## config.mk

```make
export PLATFORM = sky130hd
export DESIGN_NAME = imm_gen_pipe
export DESIGN_NICKNAME = d
export VERILOG_FILES = /design/src/rtl/imm_gen_pipe_pkg.sv /design/src/rtl/imm_gen_pipe_decode.sv /design/src/rtl/imm_gen_pipe.sv
export SDC_FILE = /design/constraint.sdc
export NUM_CORES = 1
export LEC_CHECK = 0
export ABC_CLOCK_PERIOD_IN_PS = 1600
export BUFFER_PORTS_ARGS = -buffer_cell sky130_fd_sc_hd__buf_2
export CORE_MARGIN = 4
export CORE_UTILIZATION = 35
export CTS_CLUSTER_SIZE = 14
export DETAILED_ROUTE_END_ITERATION = 12
export PLACE_DENSITY = 0.7
export SLEW_MARGIN = 30
export SYNTH_ARGS = -nofsm -noshare
export SYNTH_HDL_FRONTEND = slang
export SYNTH_SLANG_ARGS = --single-unit
```

## constraint.sdc

```tcl
create_clock -name clk -period 1.6 [get_ports clk]
set_input_delay 0.48 -clock clk [delete_from_list [all_inputs] [get_ports clk]]
set_output_delay 0.48 -clock clk [all_outputs]
set_load 0.01 [all_outputs]
```

## src/rtl/imm_gen_pipe_pkg.sv

```systemverilog
// Shared definitions for the pipelined immediate generator: opcodes,
// format codes, skid-buffer state encoding and the stored entry metadata.
package imm_gen_pipe_pkg;

    localparam logic [6:0] OP_LOAD   = 7'b0000011;
    localparam logic [6:0] OP_FENCE  = 7'b0001111;
    localparam logic [6:0] OP_IMM    = 7'b0010011;
    localparam logic [6:0] OP_AUIPC  = 7'b0010111;
    localparam logic [6:0] OP_IMM32  = 7'b0011011;
    localparam logic [6:0] OP_STORE  = 7'b0100011;
    localparam logic [6:0] OP_REG    = 7'b0110011;
    localparam logic [6:0] OP_LUI    = 7'b0110111;
    localparam logic [6:0] OP_REG32  = 7'b0111011;
    localparam logic [6:0] OP_BRANCH = 7'b1100011;
    localparam logic [6:0] OP_JALR   = 7'b1100111;
    localparam logic [6:0] OP_JAL    = 7'b1101111;
    localparam logic [6:0] OP_SYSTEM = 7'b1110011;

    localparam int unsigned FMT_W = 3;

    localparam logic [FMT_W-1:0] FMT_R = 3'd0;
    localparam logic [FMT_W-1:0] FMT_I = 3'd1;
    localparam logic [FMT_W-1:0] FMT_S = 3'd2;
    localparam logic [FMT_W-1:0] FMT_B = 3'd3;
    localparam logic [FMT_W-1:0] FMT_U = 3'd4;
    localparam logic [FMT_W-1:0] FMT_J = 3'd5;

    typedef enum logic [1:0] {
        SKID_EMPTY = 2'd0,
        SKID_ONE   = 2'd1,
        SKID_TWO   = 2'd2
    } skid_state_e;

    typedef struct packed {
        logic [FMT_W-1:0] fmt;
        logic             illegal;
    } dec_meta_t;

endpackage

```

## src/rtl/imm_gen_pipe_decode.sv

```systemverilog
// Purely combinational RV32I/RV64I immediate decoder, sign-extended to XLEN.
module imm_decode_comb
    import imm_gen_pipe_pkg::*;
#(
    parameter int unsigned XLEN = 64
) (
    input  logic [31:0]      instr,
    output logic [XLEN-1:0]  imm,
    output logic [FMT_W-1:0] fmt,
    output logic             illegal
);

    logic [6:0]  opcode;
    logic [31:0] imm32;
    logic        sgn;

    assign opcode = instr[6:0];
    assign sgn    = instr[31];

    // Every format fits in 32 bits; widening to XLEN is a plain sign extension.
    always_comb begin
        imm32   = '0;
        fmt     = FMT_R;
        illegal = 1'b0;
        case (opcode)
            OP_LOAD, OP_IMM, OP_JALR, OP_FENCE: begin
                fmt   = FMT_I;
                imm32 = {{20{sgn}}, instr[31:20]};
            end
            OP_IMM32: begin
                if (XLEN == 32'd64) begin
                    fmt   = FMT_I;
                    imm32 = {{20{sgn}}, instr[31:20]};
                end else begin
                    illegal = 1'b1;
                end
            end
            OP_STORE: begin
                fmt   = FMT_S;
                imm32 = {{20{sgn}}, instr[31:25], instr[11:7]};
            end
            OP_BRANCH: begin
                fmt   = FMT_B;
                imm32 = {{19{sgn}}, instr[31], instr[7], instr[30:25], instr[11:8], 1'b0};
            end
            OP_LUI, OP_AUIPC: begin
                fmt   = FMT_U;
                imm32 = {instr[31:12], 12'b0};
            end
            OP_JAL: begin
                fmt   = FMT_J;
                imm32 = {{11{sgn}}, instr[31], instr[19:12], instr[20], instr[30:21], 1'b0};
            end
            OP_REG, OP_SYSTEM: begin
                fmt = FMT_R;
            end
            OP_REG32: begin
                illegal = (XLEN != 32'd64);
            end
            default: begin
                illegal = 1'b1;
            end
        endcase
    end

    assign imm = XLEN'($signed(imm32));

endmodule

```

## src/rtl/imm_gen_pipe.sv

```systemverilog
// Immediate generator behind a valid/ready interface with a 2-entry skid
// buffer and a saturating count of accepted illegal instructions.
module imm_gen_pipe
    import imm_gen_pipe_pkg::*;
#(
    parameter int unsigned XLEN  = 64,
    parameter int unsigned CNT_W = 16
) (
    input  logic              clk,
    input  logic              rst_n,
    input  logic              in_valid,
    output logic              in_ready,
    input  logic [31:0]       in_instr,
    output logic              out_valid,
    input  logic              out_ready,
    output logic [XLEN-1:0]   out_imm,
    output logic [FMT_W-1:0]  out_fmt,
    output logic              out_illegal,
    input  logic              clear_count,
    output logic [CNT_W-1:0]  illegal_count
);

    logic [XLEN-1:0]  dec_imm;
    logic [FMT_W-1:0] dec_fmt;
    logic             dec_illegal;

    imm_decode_comb #(.XLEN(XLEN)) u_decode (
        .instr   (in_instr),
        .imm     (dec_imm),
        .fmt     (dec_fmt),
        .illegal (dec_illegal)
    );

    skid_state_e      state_q, state_d;
    logic [XLEN-1:0]  head_imm_q, head_imm_d;
    logic [XLEN-1:0]  tail_imm_q, tail_imm_d;
    dec_meta_t        head_meta_q, head_meta_d;
    dec_meta_t        tail_meta_q, tail_meta_d;
    dec_meta_t        dec_meta;
    logic [CNT_W-1:0] cnt_q, cnt_d;
    logic             push;
    logic             pop;

    assign dec_meta = '{fmt: dec_fmt, illegal: dec_illegal};

    // Ready depends only on registered state (and is held low during reset).
    assign in_ready  = rst_n & (state_q != SKID_TWO);
    assign out_valid = (state_q != SKID_EMPTY);
    assign push      = in_valid & in_ready;
    assign pop       = out_valid & out_ready;

    always_comb begin
        state_d     = state_q;
        head_imm_d  = head_imm_q;
        head_meta_d = head_meta_q;
        tail_imm_d  = tail_imm_q;
        tail_meta_d = tail_meta_q;
        case (state_q)
            SKID_EMPTY: begin
                if (push) begin
                    head_imm_d  = dec_imm;
                    head_meta_d = dec_meta;
                    state_d     = SKID_ONE;
                end
            end
            SKID_ONE: begin
                if (push && pop) begin
                    head_imm_d  = dec_imm;
                    head_meta_d = dec_meta;
                end else if (push) begin
                    tail_imm_d  = dec_imm;
                    tail_meta_d = dec_meta;
                    state_d     = SKID_TWO;
                end else if (pop) begin
                    state_d = SKID_EMPTY;
                end
            end
            SKID_TWO: begin
                if (pop) begin
                    head_imm_d  = tail_imm_q;
                    head_meta_d = tail_meta_q;
                    state_d     = SKID_ONE;
                end
            end
            default: begin
                state_d = SKID_EMPTY;
            end
        endcase
    end

    // Clear wins over a coincident illegal accept; count sticks at all-ones.
    always_comb begin
        cnt_d = cnt_q;
        if (clear_count) begin
            cnt_d = '0;
        end else if (push && dec_illegal && (cnt_q != {CNT_W{1'b1}})) begin
            cnt_d = cnt_q + CNT_W'(1);
        end
    end

    always_ff @(posedge clk or negedge rst_n) begin
        if (!rst_n) begin
            state_q     <= SKID_EMPTY;
            head_imm_q  <= '0;
            head_meta_q <= '0;
            tail_imm_q  <= '0;
            tail_meta_q <= '0;
            cnt_q       <= '0;
        end else begin
            state_q     <= state_d;
            head_imm_q  <= head_imm_d;
            head_meta_q <= head_meta_d;
            tail_imm_q  <= tail_imm_d;
            tail_meta_q <= tail_meta_d;
            cnt_q       <= cnt_d;
        end
    end

    assign out_imm       = head_imm_q;
    assign out_fmt       = head_meta_q.fmt;
    assign out_illegal   = head_meta_q.illegal;
    assign illegal_count = cnt_q;

endmodule

```

==> metrics.md, run 1 <==
| Metric | Value |
|---|---|
| Reg-to-Reg End | illegal_count[5]$_DFFE_PN0P_ |
| Hold Worst Slack | 96.21 ps |
| Initial antenna violation count | 0 |
| Number of buffers between clock root and the deepest sink | 2 |
| Number of sinks driven by the clock tree | 90 |
| Number of hold-repair buffers added at the cts stage | 0 |
| CTS clock-pin slew for the worst setup and hold paths | 70 ps |
| Pleak | 0.003344 uW |
| Synthesized area per cell | 9.374 sq um |
| Count of routing violations after the opening detailed-route iteration | 423 |
| Worst-path fanout max | 6 |
| Share of the yosys chip area belonging to registers | 46.38% |
| Kind of path behind the tightest hold check | in -> async |
| Number of placed I/O pins | 123 |
| Post-synthesis instance area | 4856 sq um |
| Final min period | 1787 ps |
| Violated checks | negative setup slack |
| Worst r2r path cells | 6 |
| Final hold violation count | 0 |
| Num rows | 42 |
| Later-pin clock latency in the skew report | 350 ps |
| Predominant post-synthesis flop cell | sky130_fd_sc_hd__dfrtp_1 |
| Endpoint required time on the critical path | 1830 ps |
| Number of different library cells in the post-synthesis netlist | 63 |
| Top cell type's share of synthesized area | 46.38% |
| Worst r2r src | illegal_count[7]$_DFFE_PN0P_ |
| Initial cell density of the core | 36.24% |
| Top library cells by usage in the layout, fill and taps aside | sky130_fd_sc_hd__buf_2, sky130_fd_sc_hd__dfrtp_1, sky130_fd_sc_hd__buf_4 |
| Per-cell routed wire length | 18.03 microns |
| Global-route wire length before repair | 24.63 mm |
| Fraction of the cycle the final worst path needs | 111.7% |
| Detailed-routing iteration count for the pre-antenna-repair pass | 4 |
| Total Routed Length | 15.83 mm |
| CTS tree | built |
| Area inside the core boundary | 13,400 sq um |
| Overall die width | 125.8 microns |
| Net count, final | 735 |
| Max Clk Rate | 559.6 MHz |
| Net count of the mapped netlist | 556 |
| Number of slew-limit violations in the final report | 0 |
| Final number of setup-violating endpoints | 108 |
| Worst endpoint data arrival time | 2020 ps |
| Via density per instance | 5.397 |
| Via count of the first global-routing pass | 4,700 |
| Synth Register Bits | 90 |
| Fraction of final layout cells sized beyond drive strength 1 | 50.28% |
| IR drop worst, VDD | 0.0007375 V |
| Gate count of the mapped netlist | 518 |
| Cell taking the most area after synthesis | sky130_fd_sc_hd__dfrtp_1 |
| Setup crit start kind | register |
| RSZ-0062 raised after global routing | yes |
| Area of the die | 15,820 sq um |
| H-Tree Level Count | 3 |
| Remaining antenna violation count | 0 |
| Number of CTS-inserted buffers | 9 |
| Vertical extent of the die | 125.8 microns |
| Sort of element at the end of the critical path | register |
| Clock tree root driver cell | sky130_fd_sc_hd__clkbuf_16 |
| Smallest setup slack after layout | -186.9 ps |
| Largest net degree at the start of global routing | 39 |
| Via count | 4,739 |
| Worst setup path class | reg -> reg |
| Area growth from synthesis to layout | 51.02% |
| FFs w/ async S/R, synth | 100.0% |
| Synth Warn # | 0 |
| Final GP Congestion | 0.8789 |
| Worst setup timing slack at the placement stage | -536.3 ps |
| Transition time at the pin with the least slew margin | 482.4 ps |
| Reg2Reg Setup Slack | -190 ps |
| Number of enable flip-flop cells after synthesis | 0 |
| Total routing usage reported by global routing | 18.98% |
| Number of DRC violations after detailed routing | 0 |
| Number of antenna diodes | 0 |
| Cell area power density | 948.1 nW/um^2 |
| Commonest non-fill, non-tap cell in the layout | sky130_fd_sc_hd__buf_2 |
| Count of buffers from port buffering | 122 |
| Main area contributors after synthesis | sky130_fd_sc_hd__dfrtp_1, sky130_fd_sc_hd__buf_4, sky130_fd_sc_hd__a21oi_1, sky130_fd_sc_hd__nor2_1, sky130_fd_sc_hd__nand2_1 |
| Status | complete, but fails checks |
| Sum of net half-perimeters after detailed placement | 10.43 mm |
| Clock skew | 9.896 ps |
| Maxcap violations | 0 |
| Relative slew slack | 67.84% |
| Sum of overflow across all layers after global routing | 0 |
==> cell families (layout without fill, tap and decap cells) <==
family	after synthesis	after routing	share of synthesized area [%]
simple gates	206	206	21.80
compound gates	140	140	20.07
flops	90	90	46.38
buf+inv	75	259	10.07
mux	6	6	1.417
fa+ha+maj	1	1	0.2576
==> where the power goes <==
group,switching [uW],internal [uW],total (uW)
Clock,977,1290,2260
Combinational,890,846,1740
Sequential,270,2680,2950
Total,2140,4810,6950
==> cells in the mapped netlist, drive strengths merged (6+ instances only) <==
cell,n
a211oi,21
nand2,51
and3,11
nor3,23
nand2b,8
buf,55
dfrtp,90
o21ai,17
o31ai,15
clkbuf,15
nor2,57
a22o,6
or4,10
a21oi,49
nand3,13
a221o,14
==> final cells by class <==
| class | count | area [sq um] |
|---|---|---|
| Multi-Input combinational cell | 353 | 2565 |
| Sequential cell | 90 | 2262 |
| Fill cell | 1146 | 6067 |
| Timing Repair Buffer | 239 | 1954 |
| Clock inverter | 6 | 76.32 |
| Clock buffer | 10 | 239.0 |
| Tap cell | 176 | 220.2 |
| Inverter | 4 | 16.27 |
==> critical path, cell delays in order, from the launching register on <==
cell and delay (ps):
sky130_fd_sc_hd__dfrtp_2 360, sky130_fd_sc_hd__and4_4 250, sky130_fd_sc_hd__nand4_4 210, sky130_fd_sc_hd__nor4_4 330
sky130_fd_sc_hd__buf_6 180, sky130_fd_sc_hd__nor4_4 50, sky130_fd_sc_hd__mux2_4 290
==> stage by stage <==
stage | total power (uW) | utilization, % | TNS, ps | instance area [sq um] | cells
after floorplan | 3766 | - | -8662 | 5036 | 518
after global placement | 4322 | 45.21 | -28770 | 6058 | 830
after detailed placement | 4387 | 45.21 | -32140 | 6058 | 830
after CTS | 6851 | 51.13 | -5231 | 6852 | 865
after global routing | 7290 | 54.72 | -13920 | 7333 | 878
final | 6953 | 54.72 | -7709 | 7333 | 878
==> state kept, by name, indices dropped and copies added (netlist names) <==
register / flops
out_imm: 32
tail_imm_q: 32
illegal_count: 16
tail_meta_q: 4
out_fmt: 3
state_q: 2
out_illegal: 1
==> repair_timing <==
action                                  in CTS  in global routing
resized for setup                           71                 75
setup buffers                               15                 13
endpoints found under the setup margin     108                125
cloned                                       4                  3
pin swaps                                   26                 17
==> worst max path at each step <==
stage                                             from                            end  slack (ps)  depth (start not counted)
after floorplan                            in_instr[3]  illegal_count[14]$_DFFE_PN0P_        -220                          7
after global placement                     in_instr[4]  illegal_count[13]$_DFFE_PN0P_        -500                          7
after detailed placement                   in_instr[4]  illegal_count[13]$_DFFE_PN0P_        -540                          7
after CTS                       state_q[0]$_DFFE_PN0P_                       in_ready        -190                          4
after global routing      illegal_count[9]$_DFFE_PN0P_   illegal_count[5]$_DFFE_PN0P_        -260                          6
final                     illegal_count[7]$_DFFE_PN0P_   illegal_count[5]$_DFFE_PN0P_        -190                          6
==> per-layer routing <==
layer | routed length [microns] | vias up | GRT usage (%)
met3 | 971 | 12 | 4.784
met1 | 6710 | 2354 | 24.87
met2 | 8015 | 162 | 31.97
met5 | 0 | - | 0
met4 | 131 | 0 | 4.101
li1 | - | 2211 | -
Note: power is estimated with default switching activity, not from simulation.
==> run 2: changes to the inputs <==
- CTS_BUF_LIST: unset -> sky130_fd_sc_hd__clkbuf_8
==> run 2 against run 1 <==
Against the previous run:
- the flow still finishes with violations (negative setup slack)
- via count rose by 1.8%
- hold slack got worse by 44 ps
- fmax fell by 1.8%
- utilization rose by 0.91 points
- clock power fell by 24%
- setup slack got worse by 33 ps
==> metrics.md, run 2 (same netlist as run 1, synthesis figures left out) <==
| Metric | Value |
|---|---|
| Status | complete, but fails checks (unchanged) |
| Violated checks | negative setup slack (unchanged) |
| Final cell utilization of the core | 55.64% (was 54.72%) |
| Routed length on met2 | 8.110 mm (was 8.015 mm) |
| RSZ-0062 raised after global routing | yes (unchanged) |
| Final number of setup-violating endpoints | 112 (was 108) |
| Relative slew slack | 66.80% (was 67.84%) |
| Number of CTS-inserted buffers | 9 (unchanged) |
| Sum of net half-perimeters after detailed placement | 10.43 mm (unchanged) |
| Fraction of the cycle the final worst path needs | 113.7% (was 111.7%) |
| Overall die width | 125.8 microns (unchanged) |
| Detailed-routing iteration count for the pre-antenna-repair pass | 5 (was 4) |
| Per-cell routed wire length | 18.48 microns (was 18.03 microns) |
| Transition time at the pin with the least slew margin | 498.0 ps (was 482.4 ps) |
| Sort of element at the end of the critical path | output port (was register) |
| Number of fillers in the final layout | 1,135 (was 1,146) |
| Final GP Congestion | 0.8789 (unchanged) |
| Clock skew | 19.46 ps (was 9.896 ps) |
| Clock tree root driver cell | sky130_fd_sc_hd__clkbuf_8 (was sky130_fd_sc_hd__clkbuf_16) |
| Number of sinks driven by the clock tree | 90 (unchanged) |
| Remaining antenna violation count | 0 (unchanged) |
| Largest net degree at the start of global routing | 39 (unchanged) |
| Via density per instance | 5.471 (was 5.397) |
| Area inside the core boundary | 13,400 sq um (unchanged) |
| Sum of negative setup slack | -13,780 ps (was -7709 ps) |
| Number of DRC violations after detailed routing | 0 (unchanged) |
| Final hold violation count | 0 (unchanged) |
| Smallest setup slack after layout | -219.9 ps (was -186.9 ps) |
| Kind of path behind the tightest hold check | in -> async (unchanged) |
| Initial antenna violation count | 0 (unchanged) |
| Tot Pwr | 6475 uW (was 6953 uW) |
| Later-pin clock latency in the skew report | 380 ps (was 350 ps) |
| Max Clk Rate | 549.5 MHz (was 559.6 MHz) |
| Total Routed Length | 16.30 mm (was 15.83 mm) |
| IR drop worst, VDD | 0.0005242 V (was 0.0007375 V) |
| Routed wire length on met3 | 1.094 mm (was 971 microns) |
| Final cell count without fillers | 882 (was 878) |
| Initial cell density of the core | 36.24% (unchanged) |
| Endpoint required time on the critical path | 1120 ps (was 1830 ps) |
| Global-route wire length before repair | 24.96 mm (was 24.63 mm) |
| Fraction of final layout cells sized beyond drive strength 1 | 50.99% (was 50.28%) |
| Worst endpoint data arrival time | 1340 ps (was 2020 ps) |
| Maxcap violations | 0 (unchanged) |
| Sum of overflow across all layers after global routing | 0 (unchanged) |
| Area growth from synthesis to layout | 53.54% (was 51.02%) |
| Uppermost metal layer occupied by signal nets | met4 (unchanged) |
| Count of buffers from port buffering | 122 (unchanged) |
| Number of cells in the design after placement | 830 (unchanged) |
| Number of buffers between clock root and the deepest sink | 2 (unchanged) |
| Number of slew-limit violations in the final report | 0 (unchanged) |
| Vertical extent of the die | 125.8 microns (unchanged) |
| Wire length on met1 | 6.809 mm (was 6.710 mm) |
| Via count | 4,825 (was 4,739) |
| Count of routing violations after the opening detailed-route iteration | 411 (was 423) |
| Worst-path fanout max | 4 (was 6) |
| Net count, final | 739 (was 735) |
| Total routing usage reported by global routing | 19.20% (was 18.98%) |
| Area of the die | 15,820 sq um (unchanged) |
| CTS tree | built (unchanged) |
| Number of antenna diodes | 0 (unchanged) |
| Via count of the first global-routing pass | 4,735 (was 4,700) |
| Top library cells by usage in the layout, fill and taps aside | sky130_fd_sc_hd__dfrtp_1, sky130_fd_sc_hd__buf_2, sky130_fd_sc_hd__buf_4 (was sky130_fd_sc_hd__buf_2, sky130_fd_sc_hd__dfrtp_1, sky130_fd_sc_hd__buf_4) |
| Num rows | 42 (unchanged) |
| CTS clock-pin slew for the worst setup and hold paths | 110 ps (was 70 ps) |
| Number of placed I/O pins | 123 (unchanged) |
| Final min period | 1820 ps (was 1787 ps) |
| Commonest non-fill, non-tap cell in the layout | sky130_fd_sc_hd__dfrtp_1 (was sky130_fd_sc_hd__buf_2) |
| Pleak | 0.003375 uW (was 0.003344 uW) |
| Worst setup path class | reg -> out (was reg -> reg) |
| H-Tree Level Count | 3 (unchanged) |
| Setup crit start kind | register (unchanged) |
| Cell area power density | 868.5 nW/um^2 (was 948.1 nW/um^2) |
## run 2: power breakdown
part	internal (uW)	switching, uW	leakage [uW]	total [uW]
logic	892	929	0.00211	1820
clock network	796	913	0.000110	1710
registers	2680	265	0.00115	2940
total	4370	2110	0.00337	6480
## run 2: worst paths after layout
kind,from,end,slack [ps],depth (start not counted)
max in group asynchronous,rst_n,illegal_count[1]$_DFFE_PN0P_,730,3
hold / removal,rst_n,out_imm[0]$_DFFE_PN0P_,50,2
min in group clk,in_instr[13],tail_imm_q[13]$_DFFE_PN0P_,360,3
setup / recovery,state_q[0]$_DFFE_PN0P_,in_ready,-220,4
setup reg to reg,state_q[1]$_DFFE_PN0P_,out_imm[27]$_DFFE_PN0P_,-220,7
hold reg to reg,out_illegal$_DFFE_PN0P_,out_illegal$_DFFE_PN0P_,490,1
## run 2: final cells by class
type	instances	area (sq um)	share of cell area (%)
sequential	90	2261	30.32
clock inverter	6	76.32	1.024
tap	176	220.2	2.954
inverter	4	16.27	0.2182
clock buffer	10	137.6	1.846
multi-input combinational	353	2577	34.57
timing repair buffer	243	2167	29.07
## run 2: critical path, cell delays in order, from the launching register on
cell                       delay [ps]
sky130_fd_sc_hd__dfrtp_1          430
sky130_fd_sc_hd__buf_6            140
sky130_fd_sc_hd__nand2b_4         130
sky130_fd_sc_hd__and2_4           170
sky130_fd_sc_hd__buf_6            110
## run 2: repair_timing
item | in CTS | in global routing
pin swaps | 24 | 15
cloned | 4 | 7
endpoints found under the setup margin | 107 | 129
resized for setup | 79 | 94
buffers inserted | 20 | 11
hold buffers | 0 | 0
endpoints found under the hold margin | 0 | 0
## run 2: metrics by stage
step | hold WS (ps) | setup WS, ps | cell area, sq um
2_1_floorplan | 184.4 | -217.5 | 5036
3_5_place_dp | 460.7 | -536.3 | 6058
3_3_place_gp | 454.7 | -497.3 | 6058
5_1_grt | 46.80 | -273.1 | 7456
6_report | 52.48 | -219.9 | 7456
4_1_cts | 45.76 | -239.2 | 6874
## run 2: routing by layer
| layer | vias to the layer above | GRT usage (%) |
|---|---|---|
| met5 | - | 0 |
| met3 | 30 | 4.488 |
| met1 | 2390 | 25.89 |
| met2 | 193 | 31.50 |
| li1 | 2212 | - |
| met4 | 0 | 4.606 |
